## src/rtl/vga_timing_pkg.sv

```systemverilog
// Shared 640x480@60 raster constants and types for vga_sync_gen and pixel_generation.
package vga_timing_pkg;

    localparam int COORD_W = 10;

    localparam int DEF_H_DISPLAY = 640;
    localparam int DEF_H_FRONT   = 16;
    localparam int DEF_H_SYNC    = 96;
    localparam int DEF_H_BACK    = 48;
    localparam int DEF_V_DISPLAY = 480;
    localparam int DEF_V_FRONT   = 10;
    localparam int DEF_V_SYNC    = 2;
    localparam int DEF_V_BACK    = 33;

    localparam int DEF_H_TOTAL = DEF_H_DISPLAY + DEF_H_FRONT + DEF_H_SYNC + DEF_H_BACK;
    localparam int DEF_V_TOTAL = DEF_V_DISPLAY + DEF_V_FRONT + DEF_V_SYNC + DEF_V_BACK;

    localparam int DEF_H_SYNC_START = DEF_H_DISPLAY + DEF_H_FRONT;
    localparam int DEF_H_SYNC_END   = DEF_H_SYNC_START + DEF_H_SYNC;
    localparam int DEF_V_SYNC_START = DEF_V_DISPLAY + DEF_V_FRONT;
    localparam int DEF_V_SYNC_END   = DEF_V_SYNC_START + DEF_V_SYNC;

    localparam int X_MAX = DEF_H_DISPLAY - 1;
    localparam int Y_MAX = DEF_V_DISPLAY - 1;

    typedef logic [COORD_W-1:0] coord_t;

    typedef struct packed {
        logic hsync;
        logic vsync;
    } sync_t;

    function automatic coord_t to_coord(input int value);
        return coord_t'(value);
    endfunction

endpackage

```

## src/rtl/pixel_tick_div.sv

```systemverilog
// Divides the system clock by CLK_DIV and emits a one-clk p_tick per pixel.
module pixel_tick_div #(
    parameter int CLK_DIV = 4
) (
    input  logic clk,
    input  logic reset,
    output logic p_tick
);

    localparam int CW = (CLK_DIV > 1) ? $clog2(CLK_DIV) : 1;
    localparam logic [CW-1:0] LAST = CW'(CLK_DIV - 1);

    logic [CW-1:0] div_cnt;
    logic [CW-1:0] div_next;

    always_comb begin
        div_next = (div_cnt == LAST) ? '0 : div_cnt + 1'b1;
    end

    // p_tick is registered off div_next so it equals (div_cnt == LAST) yet still reads 0 in reset.
    always_ff @(posedge clk or posedge reset) begin
        if (reset) begin
            div_cnt <= '0;
            p_tick  <= 1'b0;
        end else begin
            div_cnt <= div_next;
            p_tick  <= (div_next == LAST);
        end
    end

endmodule

```

## src/rtl/vga_sync_gen.sv

```systemverilog
// Raster timing generator: pixel counters plus registered hsync/vsync/video_on/frame_tick.
// Define VGA_SYNC_PIPE_EN to delay hsync/vsync by one pixel through a p_tick-enabled stage.
module vga_sync_gen
    import vga_timing_pkg::*;
#(
    parameter int CLK_DIV   = 4,
    parameter int H_DISPLAY = DEF_H_DISPLAY,
    parameter int H_FRONT   = DEF_H_FRONT,
    parameter int H_SYNC    = DEF_H_SYNC,
    parameter int H_BACK    = DEF_H_BACK,
    parameter int V_DISPLAY = DEF_V_DISPLAY,
    parameter int V_FRONT   = DEF_V_FRONT,
    parameter int V_SYNC    = DEF_V_SYNC,
    parameter int V_BACK    = DEF_V_BACK
) (
    input  logic         clk,
    input  logic         reset,
    output logic         p_tick,
    output logic [9:0]   x,
    output logic [9:0]   y,
    output logic         video_on,
    output logic         hsync,
    output logic         vsync,
    output logic         frame_tick
);

    localparam int H_TOTAL = H_DISPLAY + H_FRONT + H_SYNC + H_BACK;
    localparam int V_TOTAL = V_DISPLAY + V_FRONT + V_SYNC + V_BACK;

    localparam coord_t H_END      = to_coord(H_TOTAL - 1);
    localparam coord_t V_END      = to_coord(V_TOTAL - 1);
    localparam coord_t H_VIS      = to_coord(H_DISPLAY);
    localparam coord_t V_VIS      = to_coord(V_DISPLAY);
    localparam coord_t H_SS       = to_coord(H_DISPLAY + H_FRONT);
    localparam coord_t H_SE       = to_coord(H_DISPLAY + H_FRONT + H_SYNC);
    localparam coord_t V_SS       = to_coord(V_DISPLAY + V_FRONT);
    localparam coord_t V_SE       = to_coord(V_DISPLAY + V_FRONT + V_SYNC);

    logic hsync_dec;
    logic vsync_dec;

    pixel_tick_div #(
        .CLK_DIV (CLK_DIV)
    ) u_div (
        .clk    (clk),
        .reset  (reset),
        .p_tick (p_tick)
    );

    // Wrap by explicit compare so non-power-of-two totals never rely on rollover.
    // NOTE: state registers use non-blocking assignments so every decode below sees pre-edge x/y.
    always_ff @(posedge clk or posedge reset) begin
        if (reset) begin
            x <= '0;
            y <= '0;
        end else if (p_tick) begin
            if (x == H_END) begin
                x <= '0;
                y <= (y == V_END) ? '0 : y + 1'b1;
            end else begin
                x <= x + 1'b1;
            end
        end
    end

    always_ff @(posedge clk or posedge reset) begin
        if (reset) begin
            frame_tick <= 1'b0;
            video_on   <= 1'b0;
            hsync_dec  <= 1'b1;
            vsync_dec  <= 1'b1;
        end else begin
            frame_tick <= p_tick && (x == H_END) && (y == V_END);
            video_on   <= (x < H_VIS) && (y < V_VIS);
            hsync_dec  <= !((x >= H_SS) && (x < H_SE));
            vsync_dec  <= !((y >= V_SS) && (y < V_SE));
        end
    end

`ifdef VGA_SYNC_PIPE_EN
    sync_t sync_q;

    // Extra pixel of delay keeps the syncs aligned with rgb registered one pixel late.
    always_ff @(posedge clk or posedge reset) begin
        if (reset) begin
            sync_q <= '{hsync: 1'b1, vsync: 1'b1};
        end else if (p_tick) begin
            sync_q <= '{hsync: hsync_dec, vsync: vsync_dec};
        end
    end

    assign hsync = sync_q.hsync;
    assign vsync = sync_q.vsync;
`else
    assign hsync = hsync_dec;
    assign vsync = vsync_dec;
`endif

endmodule

```

## config.mk

```make
export PLATFORM = sky130hd
export DESIGN_NAME = vga_sync_gen
export DESIGN_NICKNAME = d
export VERILOG_FILES = /design/src/rtl/vga_timing_pkg.sv /design/src/rtl/pixel_tick_div.sv /design/src/rtl/vga_sync_gen.sv
export SDC_FILE = /design/constraint.sdc
export NUM_CORES = 1
export LEC_CHECK = 0
export ABC_CLOCK_PERIOD_IN_PS = 2000
export CAP_MARGIN = 20
export CORE_MARGIN = 4
export CORE_UTILIZATION = 40
export DETAILED_ROUTE_END_ITERATION = 12
export GPL_ROUTABILITY_DRIVEN = 0
export GPL_TIMING_DRIVEN = 0
export SLEW_MARGIN = 20
export SYNTH_ARGS = -nofsm -noshare
export SYNTH_HDL_FRONTEND = slang
export SYNTH_SLANG_ARGS = --single-unit
```

## constraint.sdc

```tcl
create_clock -name clk -period 2 [get_ports clk]
set_input_delay 0.4 -clock clk [delete_from_list [all_inputs] [get_ports clk]]
set_output_delay 0.4 -clock clk [all_outputs]
set_load 0.05 [all_outputs]
```

==> metrics.md, run 1 <==
| Metric | Value |
|---|---|
| Initial antenna violation count | `0` |
| Synth Cell Area | `1320 um^2` |
| Leakage | `0.846 nW` |
| Initial Util | `0.426` |
| Final ANT Viol Nets | `0` |
| I/O Pins | `27` |
| Die Wd | `65.5 um` |
| CTS tree | `built` |
| Synth area leaders | `dfrtp_1 (47%), ha_1 (5.7%), dfstp_2 (4.0%), xnor2_1 (4.0%), nand2_1 (3.1%)` |
| Met2 WL | `1290 um` |
| R2r endpoint | `y[3]` |
| Internal | `0.625 mW` |
| Top cell type's share of synthesized area | `0.473` |
| Vias in the first global route | `987` |
| Critical Path RT | `1.60 ns` |
| Max_cap viols | `0` |
| Bufs on Longest Clock Path | `2` |
| Die height | `65.5 um` |
| Rows | `20` |
| Worst-Margin Slew | `0.922 ns` |
| All-Layer GR Usage | `0.137` |
| Crit-path slowest cell | `clkdlybuf4s50_1` |
| Final Util | `0.531` |
| Worst rel slew slack | `0.381` |
| Register-to-register setup slack | `0.22 ns` |
| DR pass1 iterations | `4` |
| Sequential element share of the synthesized area | `0.513` |
| Gate Count Post-Synth | `125` |
| Critical path capture point type | `output port` |
| Max Freq | `0.534 GHz` |
| Crit start category | `register` |
| Seq pwr share | `0.682` |
| Via Count | `1024` |
| DR WL/cell | `13.5 um` |
| Core Region | `3100 um^2` |
| Critical Path Max Stage Delay | `0.79 ns` |
| Clock Skew | `0.00388 ns` |
| Post-DP HPWL | `2030 um` |
| Antenna fix cells | `0` |
| Worst EP arrival | `1.47 ns` |
| Detail Route met3 WL | `89 um` |
| Clock transition at the registers of the reported paths | `0.15 ns` |
| Buf/Inv on CP | `1` |
| Yosys warns | `0` |
| Worst hold slack | `0.445 ns` |
| H-tree level count | `1` |
| Crit-path cells | `clkdlybuf4s50_1` |
| PortBufs | `26` |
| Die footprint | `4290 um^2` |
| Switching part of the total power | `0.220` |
| Pin count of the biggest net entering global routing | `28` |
| DR iter-0 viols | `40` |
| Crit Path Max Fanout | `1` |
| Final net count | `164` |
| P_sw | `0.176 mW` |
| Critical path class | `register to output port` |
| Clk pwr share | `0.303` |
| Via density | `5.15` |
| Maximum vdd drop | `264 uV` |
| Yosys cell types | `34` |
| Reg2Reg Depth | `6` |
| Comb pwr share | `0.015` |
| Clk sinks | `27` |
| R2r startpoint | `y[0]` |
| Reg area | `678 um^2` |
| Crit path max-delay family | `buffers and inverters` |
| Synthesis-stage register bit count | `27` |
| Setup TNS | `0 ns` |
| Fin. Hold Viols | `0` |
| Multi-input logic area | `602 um^2` |
| Crit share post-route | `0.937` |
| # setup viols final | `0` |
| CTS Root Cell | `clkbuf_4` |
| Fraction of layout cells with a size suffix above 1 | `0.0710` |
| Mapped Avg Cell Area | `10.6 um^2` |
| Final min period | `1.87 ns` |
| DR top layer | `met4` |
| Syn_nets | `133` |
| Gr ovfl total | `0` |
| FILL cells | `305` |
| Detailed-route wire length | `2690 um` |
| Dominant cell type by area after synthesis | `dfrtp_1` |
| Global-route wire length before repair | `4620 um` |
| Pwr dens | `487 nW/um^2` |
| Hold crit path type | `input pin to asynchronous set/reset pin` |
| RSZ-0062 raised after global routing | `false` |
| Met1 WL | `1280 um` |
| Status | `finished clean` |
| Max Slew Vio Count | `0` |
| P&R area growth vs syn | `24.5%` |
| CTS Buf Count | `3` |
| Residual DRC | `0` |
| Clk Latency, worst-skew pair | `0.33 ns` |
==> power by group through the flow <==
stage                     Clock (mW)  Sequential (mW)  Combinational [mW]
final                          0.243            0.546              0.0119
after global routing           0.287            0.547              0.0146
after CTS                      0.256            0.546              0.0130
after detailed placement           0            0.556              0.0130
after global placement             0            0.556              0.0127
after floorplan                    0            0.556             0.00806
==> cell families (layout without fill, tap and decap cells) <==
| family | count (synthesis) | in the layout | share of synthesized area |
|---|---|---|---|
| AOI/OAI and AO/OA | 13 | 13 | 0.0643 |
| DFF | 27 | 27 | 0.513 |
| and+or+nand+nor | 57 | 57 | 0.243 |
| adders and majority gates | 6 | 6 | 0.0568 |
| buffers and inverters | 9 | 39 | 0.0322 |
| muxes | 3 | 3 | 0.0246 |
| xor gates and xnor gates | 10 | 10 | 0.0662 |
==> per-layer routing <==
| metal | vias to the layer above | global-route usage |
|---|---|---|
| met5 | - | 0 |
| met4 | 0 | 0.0466 |
| met3 | 5 | 0.0239 |
| met2 | 20 | 0.230 |
| met1 | 501 | 0.178 |
| li1 | 498 | - |
==> layout make-up <==
cell class / count / share of cell area
plain buffers: 2 / 0.00988
clock buffers: 3 / 0.0137
clock inverters: 1 / 0.00456
inverters: 7 / 0.0160
multi-input cells: 89 / 0.366
flip-flops and latches: 27 / 0.412
well taps: 44 / 0.0334
repair buffers: 26 / 0.145
==> state kept, by name, indices dropped and copies added, names as in the netlist <==
signal,flops
x,10
y,10
u_div.div_cnt,2
frame_tick,1
hsync,1
u_div.p_tick,1
video_on,1
vsync,1
==> Yosys cell counts <==
| cell | instances |
|---|---|
| dfstp_2 | 2 |
| buf_2 | 1 |
| o22ai_1 | 1 |
| a22o_1 | 3 |
| nand4b_1 | 1 |
| nand4_1 | 4 |
| buf_6 | 1 |
| nor4_1 | 1 |
| ha_1 | 6 |
| nor3_1 | 5 |
| o21bai_1 | 1 |
| nand4bb_1 | 1 |
| nor2b_1 | 2 |
| dfrtp_1 | 25 |
| or4_1 | 2 |
| xnor2_1 | 6 |
| xor2_1 | 4 |
| nand3_1 | 5 |
| mux2_2 | 2 |
| a31oi_1 | 2 |
| nand2b_1 | 1 |
| and3_1 | 5 |
| o21a_1 | 1 |
| and4_1 | 2 |
| nand2_1 | 11 |
| nand3b_1 | 1 |
| o21ai_0 | 5 |
| and2_1 | 2 |
| or3_1 | 2 |
| nor4bb_1 | 1 |
| nor3_4 | 1 |
| nor2_1 | 10 |
| inv_1 | 7 |
| mux2i_1 | 1 |
==> repair_timing <==
| item | 4_1_cts | 5_1_grt |
|---|---|---|
| setup endpoints to repair | 21 | 2 |
| setup buffers | 0 | 0 |
| hold buffers | 0 | 0 |
| hold endpoints to repair | 0 | 0 |
| resized for setup | 21 | 2 |
==> cells in the final DEF (no fill, tap or decap) <==
master / count
ha_1: 6
nand3b_1: 1
clkinv_1: 1
xnor2_1: 6
clkbuf_4: 3
nor4bb_1: 1
o21bai_1: 1
a31oi_1: 2
buf_6: 1
o21ai_0: 5
buf_2: 1
nand2b_1: 1
nor2_1: 10
or3_1: 2
dlymetal6s2s_1: 2
nor4_1: 1
nor3_4: 1
nand3_1: 5
o21a_1: 1
nor3_1: 5
and3_1: 5
clkinvlp_4: 1
and2_1: 2
nand4_1: 4
or4_1: 2
mux2_2: 2
and4_1: 2
xor2_1: 4
nor2b_1: 2
dfrtp_1: 25
nand4bb_1: 1
dfstp_2: 2
nand4b_1: 1
clkdlybuf4s50_1: 3
mux2i_1: 1
a22o_1: 3
o22ai_1: 1
nand2_1: 11
dlygate4sd2_1: 21
inv_1: 6
==> through the flow <==
stage	total power, mW	std cells	setup slack (ns)	cell area (um^2)
5_1_grt	0.848	199	0.0151	1650
4_1_cts	0.815	199	0.0110	1640
3_3_place_gp	0.569	195	0.230	1640
3_5_place_dp	0.569	195	0.220	1640
6_report	0.801	199	0.126	1650
2_1_floorplan	0.564	125	0.0244	1320
==> how the worst max path moves through the flow <==
stage	startpoint	endpoint	slack, ns	depth (start not counted)
after floorplan	x[0]	y[7]	0.02	6
after global placement	x[0]	y[2]	0.23	6
after detailed placement	x[0]	y[2]	0.22	6
after CTS	y[0]	y[0]	0.01	1
after global routing	y[0]	y[3]	0.02	6
final	frame_tick	frame_tick	0.13	1
Note: power is estimated with default switching activity, not from simulation.
==> inputs of run 2 (changes only) <==
--- a/config.mk
+++ b/config.mk
@@ -5,9 +5,8 @@
 export SDC_FILE = /design/constraint.sdc
 export NUM_CORES = 1
 export LEC_CHECK = 0
-export ABC_CLOCK_PERIOD_IN_PS = 2000
+export ABC_CLOCK_PERIOD_IN_PS = 2300
 export CAP_MARGIN = 20
-export CORE_MARGIN = 4
 export CORE_UTILIZATION = 40
 export DETAILED_ROUTE_END_ITERATION = 12
 export GPL_ROUTABILITY_DRIVEN = 0
==> constraint.sdc (replaced) <==
create_clock -name clk -period 2.3 [get_ports clk]
set_input_delay 0.46 -clock clk [delete_from_list [all_inputs] [get_ports clk]]
set_output_delay 0.46 -clock clk [all_outputs]
set_load 0.05 [all_outputs]
==> metrics.md, run 2 (synthesis results as in run 1) <==
| Metric | Value |
|---|---|
| Crit-path slowest cell | `clkdlybuf4s50_1` |
| Critical path capture point type | `output port` |
| Leakage | `0.741 nW (-12%)` |
| FILL cells | `312 (+2.3%)` |
| Maximum vdd drop | `226 uV (-14%)` |
| Detailed-route wire length | `2570 um (-4.6%)` |
| H-tree level count | `1 (unchanged)` |
| Antenna fix cells | `0 (unchanged)` |
| PortBufs | `26 (unchanged)` |
| Comb pwr share | `0.015 (about the same)` |
| Largest regs | `x (10), y (10), u_div.div_cnt (2)` |
| I/O Pins | `27 (unchanged)` |
| Crit Path Max Fanout | `9 (+8)` |
| Post-CTS setup buffers | `0 (unchanged)` |
| Critical Path RT | `1.84 ns (+0.24 ns)` |
| Status | `finished clean` |
| Crit start category | `register` |
| DP Worst Slack | `0.509 ns (+0.288 ns)` |
| Crit path max-delay family | `buffers and inverters` |
| Clock transition at the registers of the reported paths | `0.15 ns (about the same)` |
| Die footprint | `3540 um^2 (-17%)` |
| CTS Root Cell | `clkbuf_4` |
| Pin count of the biggest net entering global routing | `28 (unchanged)` |
| Initial Util | `0.426 (unchanged)` |
| Rows | `20 (unchanged)` |
| Final net count | `164 (unchanged)` |
| Hold Buf Count CTS | `0 (unchanged)` |
| Crit-path cells | `clkdlybuf4s50_1` |
| Fin worst setup slack | `0.134 ns (+0.00852 ns)` |
| Clk pwr share | `0.299 (-0.004)` |
| # setup viols final | `0 (unchanged)` |
| Hold crit path type | `register to register` |
| Via density | `5.03 (-2.2%)` |
| Worst-Margin Slew | `0.542 ns (-0.380 ns)` |
| Pwr dens | `416 nW/um^2 (-15%)` |
| Max Slew Vio Count | `0 (unchanged)` |
| Residual DRC | `0 (unchanged)` |
| Vias in the first global route | `912 (-7.6%)` |
| Buf/Inv on CP | `1 (unchanged)` |
| Clock Skew | `0.0124 ns (+0.00847 ns)` |
| Final min period | `2.17 ns` |
| Bufs on Longest Clock Path | `2 (unchanged)` |
| Max_cap viols | `0 (unchanged)` |
| P&R area growth vs syn | `25.9%` |
| Critical Path Max Stage Delay | `0.86 ns (+0.07 ns)` |
| Resized Gates After CTS | `0 (-100%)` |
| Die height | `59.5 um (-9.2%)` |
| Commonest non-fill, non-tap cells in the layout | `clkdlybuf4s50_1 (26), dfrtp_1 (25), nand2_1 (11)` |
| Internal | `0.542 mW (-13%)` |
| P_sw | `0.150 mW (-15%)` |
| Initial antenna violation count | `0 (unchanged)` |
| RSZ-0062 raised after global routing | `false` |
| Max Freq | `0.462 GHz` |
| Switching part of the total power | `0.217 (-0.00313)` |
| Worst EP arrival | `1.71 ns (+0.24 ns)` |
| Worst rel slew slack | `0.638 (+0.257)` |
| CTS Buf Count | `3 (unchanged)` |
| Setup TNS | `0 ns (unchanged)` |
| Crit share post-route | `0.942` |
| Via Count | `1001 (-2.2%)` |
| All-Layer GR Usage | `0.165 (+0.0274)` |
| Seq pwr share | `0.686 (+0.004)` |
| Die Wd | `59.5 um (-9.2%)` |
| Most common cell after layout, fill and taps aside | `clkdlybuf4s50_1` |
| Core Region | `3100 um^2 (unchanged)` |
| CTS tree | `built` |
| DR pass1 iterations | `4 (unchanged)` |
| Global-route wire length before repair | `4300 um (-7.0%)` |
| DR WL/cell | `12.9 um (-4.6%)` |
| Post-DP HPWL | `1860 um (-8.2%)` |
| Fin. Hold Viols | `0 (unchanged)` |
| Critical path class | `register to output port` |
| Fraction of layout cells with a size suffix above 1 | `0.0774 (+0.00645)` |
| DR iter-0 viols | `23 (-43%)` |
| Clk sinks | `27 (unchanged)` |
| Final ANT Viol Nets | `0 (unchanged)` |
| Gr ovfl total | `0 (unchanged)` |
| Clk Latency, worst-skew pair | `0.33 ns (about the same)` |
[run 2: cell types whose count changed in the layout (fill, tap and decap cells not counted), sizes merged]
cell,change
clkinvlp,-1
inv,+1
dlymetal6s2s,-2
dlygate4sd2,-21
clkdlybuf4s50,+23
[run 2: power groups by stage]
| stage | clock, mW | combinational (mW) | sequential [mW] |
|---|---|---|---|
| final | 0.207 | 0.0105 | 0.475 |
| after global routing | 0.229 | 0.0130 | 0.475 |
| after CTS | 0.215 | 0.0112 | 0.475 |
| after detailed placement | 0 | 0.0112 | 0.484 |
| after global placement | 0 | 0.0110 | 0.484 |
| after floorplan | 0 | 0.00701 | 0.484 |
[run 2: path summary, 6_finish.rpt]
path | to | cells after the start | slack (ns) | from
worst max register to register | y[3] | 6 | 0.50 | y[1]
max in group asynchronous | hsync | 2 | 1.44 | reset
min in group asynchronous | y[6] | 2 | 0.47 | reset
worst max-delay path | y[2] | 1 | 0.13 | y[2]
worst min-delay path | u_div.div_cnt[0] | 1 | 0.45 | u_div.div_cnt[0]
worst min register to register | u_div.div_cnt[0] | 1 | 0.45 | u_div.div_cnt[0]
[run 2: metrics by stage]
step / power (mW) / std cells / utilization / instance area, um^2 / hold WS [ns]
floorplan: 0.491 / 125 / - / 1320 / 0.422
global placement: 0.495 / 195 / 0.528 / 1640 / 0.434
detailed placement: 0.495 / 195 / 0.528 / 1640 / 0.440
CTS: 0.702 / 199 / 0.537 / 1670 / 0.460
global route: 0.718 / 199 / 0.537 / 1670 / 0.486
finish: 0.692 / 199 / 0.537 / 1670 / 0.453
[run 2: per-layer routing]
layer,share of wire,vias to the layer above,global-route usage
li1,-,497,-
met1,0.52,479,0.248
met2,0.44,20,0.238
met3,0.027,5,0.0197
met4,0.018,0,0.0698
met5,0,-,0
[run 2: layout make-up]
type / count / area (um^2) / share of cell area
inverters: 7 / 26.3 / 0.0158
clock buffers: 3 / 22.5 / 0.0135
flip-flops and latches: 27 / 678 / 0.407
multi-input cells: 89 / 602 / 0.361
clock inverters: 1 / 5.00 / 0.00301
plain buffers: 2 / 16.3 / 0.00977
repair buffers: 26 / 260 / 0.156
well taps: 44 / 55.1 / 0.0331
[run 2: worst reg2reg max path: cells and delay by family, from the launching register on]
family,cells,cell delay (ns)
AO/OA/AOI/OAI,2,0.34
AND/OR/NAND/NOR,2,0.64
adder cells (fa/ha/maj),1,0.14
buffers and inverters,1,0.12
flip-flops,1,0.47
==> inputs of run 3 (changes only) <==
--- a/config.mk
+++ b/config.mk
@@ -5,12 +5,13 @@
 export SDC_FILE = /design/constraint.sdc
 export NUM_CORES = 1
 export LEC_CHECK = 0
-export ABC_CLOCK_PERIOD_IN_PS = 2300
+export ABC_CLOCK_PERIOD_IN_PS = 1800
 export CAP_MARGIN = 20
 export CORE_UTILIZATION = 40
 export DETAILED_ROUTE_END_ITERATION = 12
 export GPL_ROUTABILITY_DRIVEN = 0
 export GPL_TIMING_DRIVEN = 0
+export PLACE_DENSITY = 0.67
 export SLEW_MARGIN = 20
 export SYNTH_ARGS = -nofsm -noshare
 export SYNTH_HDL_FRONTEND = slang
==> constraint.sdc (replaced) <==
create_clock -name clk -period 1.8 [get_ports clk]
set_input_delay 0.36 -clock clk [delete_from_list [all_inputs] [get_ports clk]]
set_output_delay 0.36 -clock clk [all_outputs]
set_load 0.05 [all_outputs]
==> metrics.md, run 3 (synthesis results as in run 1) <==
| Metric | Value |
|---|---|
| Status | `finished clean` |
| Post-DP HPWL | `1860 um (about the same)` |
| Initial antenna violation count | `0 (unchanged)` |
| Internal | `0.696 mW (+28%)` |
| Critical path capture point type | `output port` |
| Detailed-route wire length | `2640 um (+2.6%)` |
| Hold crit path type | `input pin to asynchronous set/reset pin` |
| # setup viols final | `0 (unchanged)` |
| Max Freq | `0.573 GHz` |
| Clock Skew | `0.00289 ns (-0.00947 ns)` |
| Critical Path Max Stage Delay | `0.56 ns (-0.30 ns)` |
| Max_cap viols | `0 (unchanged)` |
| Pwr dens | `527 nW/um^2 (+27%)` |
| Hold Buf Count CTS | `0 (unchanged)` |
| DR WL/cell | `13.2 um (+2.1%)` |
| FILL cells | `318 (+1.9%)` |
| Rows | `20 (unchanged)` |
| RSZ-0062 raised after global routing | `true` |
| Crit path max-delay family | `buffers and inverters` |
| I/O Pins | `27 (unchanged)` |
| Pin count of the biggest net entering global routing | `28 (unchanged)` |
| DR pass1 iterations | `4 (unchanged)` |
| CTS tree | `built` |
| Clock transition at the registers of the reported paths | `0.14 ns (about the same)` |
| Buf/Inv on CP | `1 (unchanged)` |
| P_sw | `0.195 mW (+30%)` |
| Worst-Margin Slew | `0.562 ns (+0.0202 ns)` |
| Die footprint | `3540 um^2 (unchanged)` |
| Crit-path cells | `dlygate4sd2_1` |
| Gr ovfl total | `0 (unchanged)` |
| Crit share post-route | `0.970` |
| Critical Path RT | `1.44 ns (-0.40 ns)` |
| Via density | `5.14 (+2.2%)` |
| Clk Latency, worst-skew pair | `0.33 ns (about the same)` |
| Maximum vdd drop | `221 uV (-2.3%)` |
| Vias in the first global route | `947 (+3.8%)` |
| Fin worst setup slack | `0.0538 ns (-0.0806 ns)` |
| Fin. Hold Viols | `0 (unchanged)` |
| Comb pwr share | `0.015 (about the same)` |
| Seq pwr share | `0.681 (-0.005)` |
| Crit-path slowest cell | `dlygate4sd2_1` |
| Final min period | `1.75 ns` |
| Reg area | `686 um^2 (+1.1%)` |
| All-Layer GR Usage | `0.165 (+0.000310)` |
| Commonest non-fill, non-tap cells in the layout | `dfrtp_1 (19), dlygate4sd2_1 (19), nand2_1 (11)` |
| Max Slew Vio Count | `0 (unchanged)` |
| Core Region | `3100 um^2 (unchanged)` |
| Die height | `59.5 um (unchanged)` |
| Non-Filler Instances | `200 (+0.50%)` |
| Setup TNS | `0 ns (unchanged)` |
| Worst rel slew slack | `0.625 (-0.0135)` |
| Largest regs | `x (10), y (10), u_div.div_cnt (2)` |
| Crit Path Max Fanout | `6 (-3)` |
| Switching part of the total power | `0.219 (+0.00158)` |
| Worst EP arrival | `1.39 ns (-0.32 ns)` |
| Placed Instances | `195 (unchanged)` |
| Residual DRC | `0 (unchanged)` |
| Initial Util | `0.426 (unchanged)` |
| H-tree level count | `1 (unchanged)` |
| PortBufs | `26 (unchanged)` |
| Die Wd | `59.5 um (unchanged)` |
| Clk sinks | `27 (unchanged)` |
| CTS Buf Count | `3 (unchanged)` |
| Fraction of layout cells with a size suffix above 1 | `0.160 (+0.0828)` |
| Clk pwr share | `0.303 (+0.004)` |
| DP Worst Slack | `0.0634 ns (-0.445 ns)` |
| Critical path class | `register to output port` |
| Via Count | `1028 (+2.7%)` |
| Final net count | `165 (+0.61%)` |
| Global-route wire length before repair | `4290 um (-0.16%)` |
| DR iter-0 viols | `18 (-22%)` |
| Pwr Total | `0.891 mW (+29%)` |
| Multi-input logic area | `644 um^2 (+7.1%)` |
| P&R area growth vs syn | `27.8%` |
| Final ANT Viol Nets | `0 (unchanged)` |
| Bufs on Longest Clock Path | `2 (unchanged)` |
| CTS Root Cell | `clkbuf_4` |
| Crit start category | `register` |
| Antenna fix cells | `0 (unchanged)` |
| Leakage | `0.800 nW (+7.9%)` |
[run 3: cell types whose count changed in the layout (fill, tap and decap cells not counted), sizes merged]
cell           delta
clkdlybuf4s50    -25
clkinv            -1
dlygate4sd2      +19
clkbuf            +4
clkdlybuf4s15     +4
[run 3: stage by stage]
| step | instance area [um^2] | utilization | hold slack [ns] |
|---|---|---|---|
| 2_1_floorplan | 1340 | - | 0.411 |
| 3_3_place_gp | 1660 | 0.534 | 0.434 |
| 3_5_place_dp | 1660 | 0.534 | 0.448 |
| 4_1_cts | 1650 | 0.533 | 0.467 |
| 5_1_grt | 1690 | 0.545 | 0.429 |
| 6_report | 1690 | 0.545 | 0.376 |
[run 3: repair_timing]
action	CTS	global route
endpoints found under the setup margin	25	11
buffers inserted	0	1
gates resized for setup	25	13
[run 3: power groups by stage]
stage	Clock (mW)	Sequential, mW	Combinational (mW)
floorplan	0	0.618	0.00895
global placement	0	0.618	0.0142
detailed placement	0	0.618	0.0144
CTS	0.279	0.607	0.0145
global route	0.301	0.607	0.0167
finish	0.270	0.607	0.0138
[run 3: path summary, 6_finish.rpt]
path                                  startpoint          endpoint  slack, ns  cells after the start
max in group asynchronous                  reset              y[1]       1.02                      2
min in group clk                u_div.div_cnt[0]  u_div.div_cnt[0]       0.46                      1
worst min register to register  u_div.div_cnt[0]  u_div.div_cnt[0]       0.46                      1
worst max-delay path                        x[5]              x[5]       0.05                      1
worst min-delay path                       reset              x[0]       0.38                      2
worst max register to register              y[0]              y[3]       0.11                      6
[run 3: cell type report]
class / count / area share
multi-input cells: 89 / 0.381
repair buffers: 27 / 0.138
clock buffers: 4 / 0.0155
plain buffers: 2 / 0.0111
well taps: 44 / 0.0326
inverters: 7 / 0.0155
flip-flops and latches: 27 / 0.406
[run 3: layer usage]
| metal | track usage | wire, um | vias to the layer above |
|---|---|---|---|
| met5 | 0 | 0 | - |
| li1 | - | - | 502 |
| met3 | 0.0262 | 54 | 5 |
| met4 | 0.0797 | 47 | 0 |
| met1 | 0.220 | 1250 | 503 |
| met2 | 0.262 | 1280 | 18 |
